**config.mk**
```make
export PLATFORM = sky130hd
export DESIGN_NAME = wall_segment_sequencer
export DESIGN_NICKNAME = d
export VERILOG_FILES = /design/src/rtl/wall_segment_sequencer.sv
export SDC_FILE = /design/constraint.sdc
export NUM_CORES = 1
export LEC_CHECK = 0
export CORE_UTILIZATION = 39
export DETAILED_ROUTE_END_ITERATION = 6
export HOLD_SLACK_MARGIN = 0.15
export PLACE_DENSITY = 0.56
export SLEW_MARGIN = 20
export SYNTH_ARGS = -nofsm -noshare
export SYNTH_HDL_FRONTEND = slang
export SYNTH_SLANG_ARGS = --single-unit
export TNS_END_PERCENT = 30
```
**constraint.sdc**
```tcl
create_clock -name clk -period 6.21 [get_ports clk]
set_input_delay 1.242 -clock clk [delete_from_list [all_inputs] [get_ports clk]]
set_output_delay 1.242 -clock clk [all_outputs]
set_load 0.05 [all_outputs]
```
**src/rtl/wall_segment_sequencer.sv**
```systemverilog
// ============================================================================
// wall_segment_sequencer
// ----------------------------------------------------------------------------
// Purpose
//   Builds 64-row wall segments into a local 64x6 buffer for the wall ring
//   buffer. The ring buffer pulls a segment in one burst (hold/data_addr),
//   after which the buffer is rebuilt.
//
//   A segment is composed of patterns chosen by a 16-bit LFSR. Each pattern
//   is rotated left by 0..5 bits. Runs of empty gap rows separate the
//   patterns, and the gap length depends on difficulty.
//
// Parameters
//   SEED       LFSR reset value. A value of 0 is replaced by 16'hACE1.
//   START_GAP  Number of empty rows at the head of the first segment after
//              reset (0..63).
//
// Ports
//   clk         in   1  system clock
//   reset       in   1  synchronous, active-high reset
//   difficulty  in   2  gap rows between patterns = 6 - difficulty
//   hold        in   1  wall buffer is writing data this cycle
//   data_addr   in   6  row index being written by the wall buffer
//   data        out  6  row bitmask for data_addr (combinational, 0 if !ready)
//   ready       out  1  buffer holds a complete segment
//   underrun    out  1  sticky: hold seen while not ready
//
// Configuration macro
//   WALL_SEQ_MIRROR_EN  When defined, lfsr[5] of the freshly advanced LFSR
//                       mirrors the pattern (bit i -> bit 5-i) before
//                       rotation, and the rotation is taken from lfsr[8:6].
//                       When undefined, there is no mirroring and the
//                       rotation is taken from lfsr[4:2].
// ============================================================================
module wall_segment_sequencer #(
    parameter logic [15:0] SEED      = 16'hACE1,
    parameter int          START_GAP = 8
) (
    input  logic       clk,
    input  logic       reset,
    input  logic [1:0] difficulty,
    input  logic       hold,
    input  logic [5:0] data_addr,
    output logic [5:0] data,
    output logic       ready,
    output logic       underrun
);

    localparam logic [15:0] SEED_EFF    = (SEED == 16'h0000) ? 16'hACE1 : SEED;
    localparam logic [5:0]  START_GAP_L = 6'(START_GAP);
    localparam logic [5:0]  LAST_ROW    = 6'd63;

    typedef enum logic [1:0] {
        ST_GAP  = 2'd0,
        ST_PICK = 2'd1,
        ST_EMIT = 2'd2,
        ST_DONE = 2'd3
    } state_t;

    // ------------------------------------------------------------------
    // State
    // ------------------------------------------------------------------
    state_t      state_reg,    state_next;
    logic [5:0]  gap_cnt_reg,  gap_cnt_next;
    logic [5:0]  wr_row_reg,   wr_row_next;
    logic [1:0]  row_idx_reg,  row_idx_next;
    logic [1:0]  pat_reg,      pat_next;
    logic [2:0]  rot_reg,      rot_next;
    logic [15:0] lfsr_reg,     lfsr_next;
    logic        underrun_reg, underrun_next;
`ifdef WALL_SEQ_MIRROR_EN
    logic        mirror_reg,   mirror_next;
`endif

    // Segment buffer. The consumer writes the row into its own storage in
    // the same cycle it presents data_addr. For that reason this buffer is
    // read asynchronously (distributed RAM) rather than through a
    // registered block-RAM port.
    logic [5:0] seg_mem [64];

    logic       wr_en;
    logic [5:0] wr_data;

    // ------------------------------------------------------------------
    // LFSR step
    // The LFSR shifts left and feeds back into bit 0. Taps 16,14,13,11 are
    // numbered from the output end (tap k is bit 16-k), so the feedback
    // uses bits 0,2,3,5. From ACE1, the first step therefore gives 59C2.
    // ------------------------------------------------------------------
    logic        lfsr_fb;
    logic [15:0] lfsr_adv;

    assign lfsr_fb  = lfsr_reg[0] ^ lfsr_reg[2] ^ lfsr_reg[3] ^ lfsr_reg[5];
    assign lfsr_adv = {lfsr_reg[14:0], lfsr_fb};

    // Three LFSR bits select the rotation. The values 6 and 7 fold back
    // onto 0 and 1.
    logic [2:0] rot_raw;
    logic [2:0] rot_mod6;

`ifdef WALL_SEQ_MIRROR_EN
    assign rot_raw = lfsr_adv[8:6];
`else
    assign rot_raw = lfsr_adv[4:2];
`endif
    assign rot_mod6 = (rot_raw >= 3'd6) ? (rot_raw - 3'd6) : rot_raw;

    // ------------------------------------------------------------------
    // Pattern ROM (rows listed in emit order)
    // ------------------------------------------------------------------
    logic [5:0] rom_row;
    logic [1:0] pat_last_idx;

    always_comb begin
        rom_row      = 6'b000000;
        pat_last_idx = 2'd0;
        case (pat_reg)
            2'd0: begin
                rom_row      = 6'b111110;
                pat_last_idx = 2'd0;
            end
            2'd1: begin
                rom_row      = (row_idx_reg == 2'd0) ? 6'b111100 : 6'b000000;
                pat_last_idx = 2'd1;
            end
            2'd2: begin
                case (row_idx_reg)
                    2'd0:    rom_row = 6'b100100;
                    2'd1:    rom_row = 6'b010010;
                    default: rom_row = 6'b001001;
                endcase
                pat_last_idx = 2'd2;
            end
            default: begin
                rom_row      = 6'b101010;
                pat_last_idx = 2'd0;
            end
        endcase
    end

    // ------------------------------------------------------------------
    // Optional mirror, followed by all six rotations of the selected row.
    // ------------------------------------------------------------------
    logic [5:0] row_rev;
    logic [5:0] row_src;
    logic [11:0] row_dbl;
    logic [5:0] rot_opts [6];
    logic [5:0] emit_row;

    genvar gi;
    generate
        for (gi = 0; gi < 6; gi++) begin : g_rev
            assign row_rev[gi] = rom_row[5-gi];
        end
    endgenerate

`ifdef WALL_SEQ_MIRROR_EN
    assign row_src = mirror_reg ? row_rev : rom_row;
`else
    // Without the mirror option the reversed row is never selected.
    assign row_src = rom_row;
    logic unused_rev;
    assign unused_rev = ^row_rev;
`endif

    // rotl6(r,k) is the k-bit-shifted window of {r,r}.
    assign row_dbl = {row_src, row_src};

    generate
        for (gi = 0; gi < 6; gi++) begin : g_rot
            assign rot_opts[gi] = row_dbl[11-gi -: 6];
        end
    endgenerate

    always_comb begin
        emit_row = rot_opts[0];
        case (rot_reg)
            3'd1:    emit_row = rot_opts[1];
            3'd2:    emit_row = rot_opts[2];
            3'd3:    emit_row = rot_opts[3];
            3'd4:    emit_row = rot_opts[4];
            3'd5:    emit_row = rot_opts[5];
            default: emit_row = rot_opts[0];
        endcase
    end

    function automatic logic [5:0] gap_rows(input logic [1:0] d);
        return 6'd6 - {4'b0000, d};
    endfunction

    // ------------------------------------------------------------------
    // FSM: state register
    // ------------------------------------------------------------------
    always_ff @(posedge clk) begin
        if (reset) begin
            state_reg    <= ST_GAP;
            gap_cnt_reg  <= START_GAP_L;
            wr_row_reg   <= 6'd0;
            row_idx_reg  <= 2'd0;
            pat_reg      <= 2'd0;
            rot_reg      <= 3'd0;
            lfsr_reg     <= SEED_EFF;
            underrun_reg <= 1'b0;
`ifdef WALL_SEQ_MIRROR_EN
            mirror_reg   <= 1'b0;
`endif
        end else begin
            state_reg    <= state_next;
            gap_cnt_reg  <= gap_cnt_next;
            wr_row_reg   <= wr_row_next;
            row_idx_reg  <= row_idx_next;
            pat_reg      <= pat_next;
            rot_reg      <= rot_next;
            lfsr_reg     <= lfsr_next;
            underrun_reg <= underrun_next;
`ifdef WALL_SEQ_MIRROR_EN
            mirror_reg   <= mirror_next;
`endif
        end
    end

    // ------------------------------------------------------------------
    // FSM: next-state logic
    // ------------------------------------------------------------------
    always_comb begin
        state_next    = state_reg;
        gap_cnt_next  = gap_cnt_reg;
        wr_row_next   = wr_row_reg;
        row_idx_next  = row_idx_reg;
        pat_next      = pat_reg;
        rot_next      = rot_reg;
        lfsr_next     = lfsr_reg;
`ifdef WALL_SEQ_MIRROR_EN
        mirror_next   = mirror_reg;
`endif
        // Underrun is sticky; only reset clears it.
        underrun_next = underrun_reg | (hold & (state_reg != ST_DONE));

        case (state_reg)
            ST_GAP: begin
                if (gap_cnt_reg == 6'd0) begin
                    // A gap entered with a zero count writes nothing.
                    state_next = ST_PICK;
                end else begin
                    gap_cnt_next = gap_cnt_reg - 6'd1;
                    wr_row_next  = wr_row_reg + 6'd1;
                    if (wr_row_reg == LAST_ROW) begin
                        state_next = ST_DONE;
                    end else if (gap_cnt_reg == 6'd1) begin
                        state_next = ST_PICK;
                    end
                end
            end

            ST_PICK: begin
                lfsr_next    = lfsr_adv;
                pat_next     = lfsr_adv[1:0];
                rot_next     = rot_mod6;
`ifdef WALL_SEQ_MIRROR_EN
                mirror_next  = lfsr_adv[5];
`endif
                row_idx_next = 2'd0;
                // EMIT does not use gap_cnt, so the gap length that
                // follows this pattern is latched here. That is the point
                // at which difficulty is sampled.
                gap_cnt_next = gap_rows(difficulty);
                state_next   = ST_EMIT;
            end

            ST_EMIT: begin
                wr_row_next  = wr_row_reg + 6'd1;
                row_idx_next = row_idx_reg + 2'd1;
                // Filling the last row ends the segment even mid-pattern.
                // The remainder of that pattern is dropped.
                if (wr_row_reg == LAST_ROW) begin
                    state_next = ST_DONE;
                end else if (row_idx_reg == pat_last_idx) begin
                    state_next = ST_GAP;
                end
            end

            ST_DONE: begin
                if (hold && (data_addr == LAST_ROW)) begin
                    state_next   = ST_GAP;
                    wr_row_next  = 6'd0;
                    gap_cnt_next = gap_rows(difficulty);
                end
            end

            default: state_next = ST_GAP;
        endcase
    end

    // ------------------------------------------------------------------
    // FSM: outputs
    // ------------------------------------------------------------------
    always_comb begin
        wr_en   = 1'b0;
        wr_data = 6'b000000;
        ready   = 1'b0;
        case (state_reg)
            ST_GAP: begin
                wr_en   = (gap_cnt_reg != 6'd0);
                wr_data = 6'b000000;
            end
            ST_EMIT: begin
                wr_en   = 1'b1;
                wr_data = emit_row;
            end
            ST_DONE: ready = 1'b1;
            default: ;
        endcase
    end

    // The buffer is written only while building, and it is read only when
    // ready. Reads and writes therefore never overlap. Reset does not
    // clear the contents.
    always_ff @(posedge clk) begin
        if (wr_en) begin
            seg_mem[wr_row_reg] <= wr_data;
        end
    end

    assign data     = ready ? seg_mem[data_addr] : 6'b000000;
    assign underrun = underrun_reg;

endmodule

```
Word-level counts from Yosys, hierarchy flattened:

Memory sizes are Yosys's and may differ from the RTL's.
Cells that the tools add are included.

* flip-flop bits (word level): 28
* latch bits: 0
* memory bits (writable): 384
* ROM bits: 0
* input bits: 11
* output and inout port bits: 8
* logic and storage cells: 78
* memories: 1

Memory list
* seg_mem: words 64, width 6, read ports 1, clocked after memory_dff 0, wr ports 1, RTL line 79 `logic [5:0] seg_mem [64];`

* add/sub/neg operators: 5
* multiply operators: 0
* divide/modulo/power cells: 0
* magnitude comparators: 1
* eq/ne operators: 20
* shifts and indexed selects: 0
* multiplexer cells: 26
* bitwise logic cells: 5
* reduce and logical (&&, ||, !) cells: 12

Operators by type and width (number)
* 6-bit case mux with 3 select lines: 3
* 6-bit 2-to-1 mux: 7
* 6-bit case mux with 5 select lines: 1
* 6-bit equality test, second input constant: 2
* 2-bit 2-to-1 mux: 6
* 6-bit case mux with 2 select lines: 1
* 3-bit AND reduction: 3
* 2-bit case mux with 2 select lines: 2
* 2-bit case mux with 4 select lines: 1
* 6-bit by 1-bit adder with 6-bit output, second input constant: 1
* 2-bit by 1-bit equality test with 1-bit output, second input constant: 3
* 2-bit equality test, second input constant: 3
* 3-bit by 2-bit equality test with 1-bit output, second input constant: 2
* 3-bit equality test, second input constant: 2
* 6-bit by 1-bit equality test with 1-bit output, second input constant: 1
* 2-bit logical NOT: 3
* 6-bit logical NOT: 1
* 2-bit inequality test, second input constant: 3
* 3-bit nonzero test: 2
* 6-bit nonzero test: 1
* 6-bit by 1-bit subtractor with 6-bit output, second input constant: 1
* 4-bit inequality test, second input constant: 1
* 3-bit by 2-bit subtractor with 4-bit output, first input constant: 1
* 3-bit by 1-bit equality test with 1-bit output, second input constant: 1
* other kinds (13): 17

Longest topological paths before layout:

* depth in word-level cells: 6
* gate-level depth with buffers: 9
* gate-level depth less buffers: 7

Worst setup path before layout:

OpenSTA, ideal clock, no wires.

* kind: register to register
* start point: register row_idx_reg[1]
* end point: memory seg_mem[0][1] (data pin)
* setup time: 0.721 ns
* data arrival time: 4.273 ns
* data required time: 5.489 ns
* setup slack: 1.216 ns
* stages on the path, launching flop included: 9
* path buffers: 1
* period minus slack after synthesis: 4.994 ns
* path through: dfxtp_1 -> inv_1 -> ha_1 -> clkbuf_1 -> inv_1 -> maj3_1 -> mux2i_1 -> o22ai_1 -> a211oi_1

* longest elaborated chain between the ends: 5
* elaborated cells on any way between the ends: 7
* those cells by class: eq/ne: 1; mux: 5; reduce/logical: 1

Ends and longest elaborated chain
* from (decl): RTL line 66 `logic [1:0] row_idx_reg, row_idx_next;`
* from (signal assigned): RTL line 211 `row_idx_reg <= row_idx_next;`
* 2-bit by 1-bit equality test with 1-bit output or 2-bit logical NOT (tied branches): RTL line 127, 123
* 6-bit case mux with 2 select lines or 6-bit 2-to-1 mux (tied branches): RTL line 127, 123
* 6-bit case mux with 3 select lines *: RTL line 117 `case (pat_reg)`
* 6-bit case mux with 5 select lines *: RTL line 177 `case (rot_reg)`
* 6-bit 2-to-1 mux *: RTL line 301 `case (state_reg)`
* via wr_data[1]: RTL line 82 `logic [5:0] wr_data;`
* to (decl): RTL line 79

Mark *: on every way through the listed nets, which the timed path passes. The rest lies on a longest branch.

Final worst setup path:

* start point: input port data_addr[4]
* end point: output port data[4]

* longest elaborated chain between the ends: 2

Ends and longest elaborated chain
* from (decl): RTL line 43 `input logic [5:0] data_addr,`
* memory 64 x 6 bit
* 6-bit 2-to-1 mux: RTL line 324 `assign data = ready ? seg_mem[data_addr] : 6'b000000;`
* to (decl): RTL line 44 `output logic [5:0] data,`

Every way passes these cells.

==> impl_metrics.yaml <==
outcome:
  status: "finished clean"
grt:
  grt_overflow: 0
  antenna_found_initial: 0
  grt.total_usage_pct: 17.8
  grt_pass1_vias: 8804
  grt_pass1_wl_um: 57800
  grt_max_degree: 65
synth:
  yosys_warnings: 0
  yosys.cell_types.count: 60
  ys_seq_elements: 410
  seq_area_frac_synth_pct: 71.3
  synth_ff_type: "edfxtp_1"
  syn_avg_cell_area_um2: 17.2
  synthArstFlopShare_pct: 0
  synth_top_area_cell: "edfxtp_1"
  synth_top_cells_by_area: "edfxtp_1 (68%), mux4_2 (12%), dfxtp_1 (3.1%)"
  syn_nets: 1008
  netlist_instances: 985
  netlist_area_um2: 16900
  synth_top_cell_area_share_pct: 68.2
  synth_edf_count: 384
final_layout:
  multi_input_area_um2: 4630
  areaGrowthSynthToFinish_pct: 13.7
  fillCellCount: 3645
  largest_reg_flops: 384
  regArea_um2: 12100
  drive_above_1_share_pct: 19.4
  antenna_cells: 0
  final_net_count: 1031
worst_hold_path:
  hold_class: "flip-flop to flip-flop"
  whs_path_depth: 1
  min-delay-start: "lfsr_reg[4]$_SDFFE_PP0P_"
  holdPathEnd: "lfsr_reg[5]$_SDFFE_PP1P_"
placed_design:
  portBuffers: 18
  routabilityCongestion: 0.801
  dp_hpwl_um: 24000
pwr:
  power_frac_seq_pct: 48.3
  combinationalPowerShare_pct: 16.3
  netSwitchingFraction_pct: 27.2
  p_per_area_nw_per_um2: 375
  p_leak_uw: 0.00602
  irDropWorstVdd_v: 0.000226
  clkPwrFrac_pct: 35.4
  power.net_switching_uw: 1970
  p_int_uw: 5250
critical_path:
  path_max_fanout: 15
  reg2reg_to: "seg_mem[15][3]$_DFFE_PP_"
  crit_arrival_ns: 4.04
  worstReg2RegStart: "state_reg[0]$_SDFFE_PP0P_"
  worst_setup_path_start_kind: "input port"
  setup.reg_to_reg.worst_slack_ns: 2.72
  critPathKind: "input port to primary output"
  required_ns: 4.97
  rr_worst_depth: 6
  end_kind: "primary output"
clocking:
  cts_resized: 0
  clockBufferDepth: 3
  cts_hold_repair.buffers: 0
  clock-sinks: 410
  path_clk_slew_ns: 0.06
  clk_root_buffer_cell: "clkbuf_16"
  insertion_delay_ns: 0.56
  post_cts_buffers: 0
  cts_made_buffers: 43
  htreeDepth: 2
  cts_tree: "done"
timing:
  fin_tns_setup_ns: 0
  whs_ns: 0.467
  rsz0062_at_grt: "false"
  slew_headroom_pct: 35.1
  fmax_mhz: 189
  fin_crit_ns: 5.28
  fin_crit_sh_pct: 85.0
  worst_clock_skew_ns: 0.0156
  final_hold_viol_count: 0
  drv_slew: 0
  tightest_slew_ns: 0.965
  setup_violations: 0
routing:
  routedWlPerCell_um: 23.6
  viasPerCell: 5.51
  drt-pass1-iter-count: 6
  ant_nets: 0
  num_vias: 8924
  routed_wl_um: 38300
  drt_iter0_markers: 844
  drc: 0
floorplanning:
  die_area_um2: 44200
  ios: 19
  die_w_um: 210
  coreArea_um2: 42300
  die_y_um: 210
  row_count: 75
  initial_core_util_pct: 40.0
job:
  cap_viol_max_count: 0
-- logic make-up after synthesis --
family	Yosys count	share of synthesized area (%)
flip-flops	410	71.3
AND/OR/NAND/NOR	222	6.10
AO/OA/AOI/OAI	135	5.25
multiplexers	129	14.4
buffers and inverters	72	1.89
adder cells (fa/ha/maj)	13	0.947
XOR/XNOR	4	0.207
-- critical path, cell delays in order --
cell and delay [ns]:
clkdlybuf4s50_1 0.66, buf_4 0.34, or3b_2 0.53, o221ai_1 0.22, a21o_1 0.10, a21oi_1 0.06
o32ai_1 0.64, buf_12 0.22
-- placed cells by master, fill, tap and decap left out, types with 14 or more instances in the layout --
cell type	n
a21oi_1	29
buf_4	20
clkbuf_16	44
dfxtp_1	26
edfxtp_1	384
mux2i_1	31
mux4_2	90
nand2_1	32
nand3_1	14
nor2_1	112
nor3_1	16
o21ai_0	27
o22ai_1	14
-- synth_stat cells (all sizes together) (2+ instances only) --
cell / number
and3: 2
or3: 5
nor3b: 3
dfxtp: 26
nand2: 32
o221ai: 7
nand3b: 5
buf: 33
or2: 3
mux4: 90
nand3: 15
inv: 12
a221oi: 6
nor4: 3
clkinv: 2
or4b: 2
edfxtp: 384
nor3: 16
o22ai: 14
nor2: 112
nor4b: 2
ha: 12
a211o: 2
mux2i: 31
mux2: 8
a211oi: 10
nand2b: 11
a21o: 3
a22o: 5
a21oi: 29
o21bai: 6
o211ai: 2
xnor2: 3
a31oi: 5
nor2b: 5
and2: 2
a21boi: 2
clkbuf: 25
o21ai: 27
o32ai: 2
a22oi: 6
or3b: 2
-- cell type report --
type | count | share of cell area (%)
inverters | 14 | 0.273
clock inverters | 22 | 1.16
clock buffers | 58 | 6.10
repair buffers | 36 | 1.95
multi-input cells | 503 | 24.1
flip-flops and latches | 410 | 62.7
well taps | 577 | 3.75
-- layer usage --
layer  global-route usage (%)  vias up  part of all wire (%)
met5                        0        -                     0
met4                     5.03        0                   2.1
met3                     3.80       52                   6.5
met2                     27.0      278                    46
met1                     26.0     4600                    45
li1                         -     3994                     -
-- power groups by stage --
stage | clock network (µW) | logic (µW) | registers [µW]
CTS | 2600 | 1200 | 3480
global route | 2710 | 1300 | 3500
detailed placement | 0 | 1200 | 3540
floorplan | 0 | 767 | 3530
global placement | 0 | 1170 | 3540
finish | 2550 | 1180 | 3480
-- worst max-delay path by stage --
stage	startpoint	end	slack, ns	cells past startpoint
2_1_floorplan	row_idx_reg[1]$_SDFFE_PP0P_	seg_mem[0][1]$_DFFE_PP_	1.22	8
5_1_grt	data_addr[4]	data[4]	0.84	8
4_1_cts	data_addr[4]	data[4]	0.85	8
3_3_place_gp	data_addr[4]	data[4]	0.85	8
3_5_place_dp	data_addr[4]	data[4]	0.87	8
6_report	data_addr[4]	data[4]	0.93	8
-- per-stage QoR --
step | instances | setup WS (ns) | cell area [µm²] | power, µW | util, %
3_3_place_gp | 1540 | 0.849 | 17800 | 4710 | 42.1
6_report | 1620 | 0.932 | 19200 | 7220 | 45.4
2_1_floorplan | 985 | 1.22 | 16900 | 4300 | -
3_5_place_dp | 1540 | 0.873 | 17800 | 4740 | 42.1
5_1_grt | 1620 | 0.843 | 19200 | 7510 | 45.4
4_1_cts | 1620 | 0.855 | 19200 | 7280 | 45.4
Note: power is estimated with default switching activity, not from simulation.
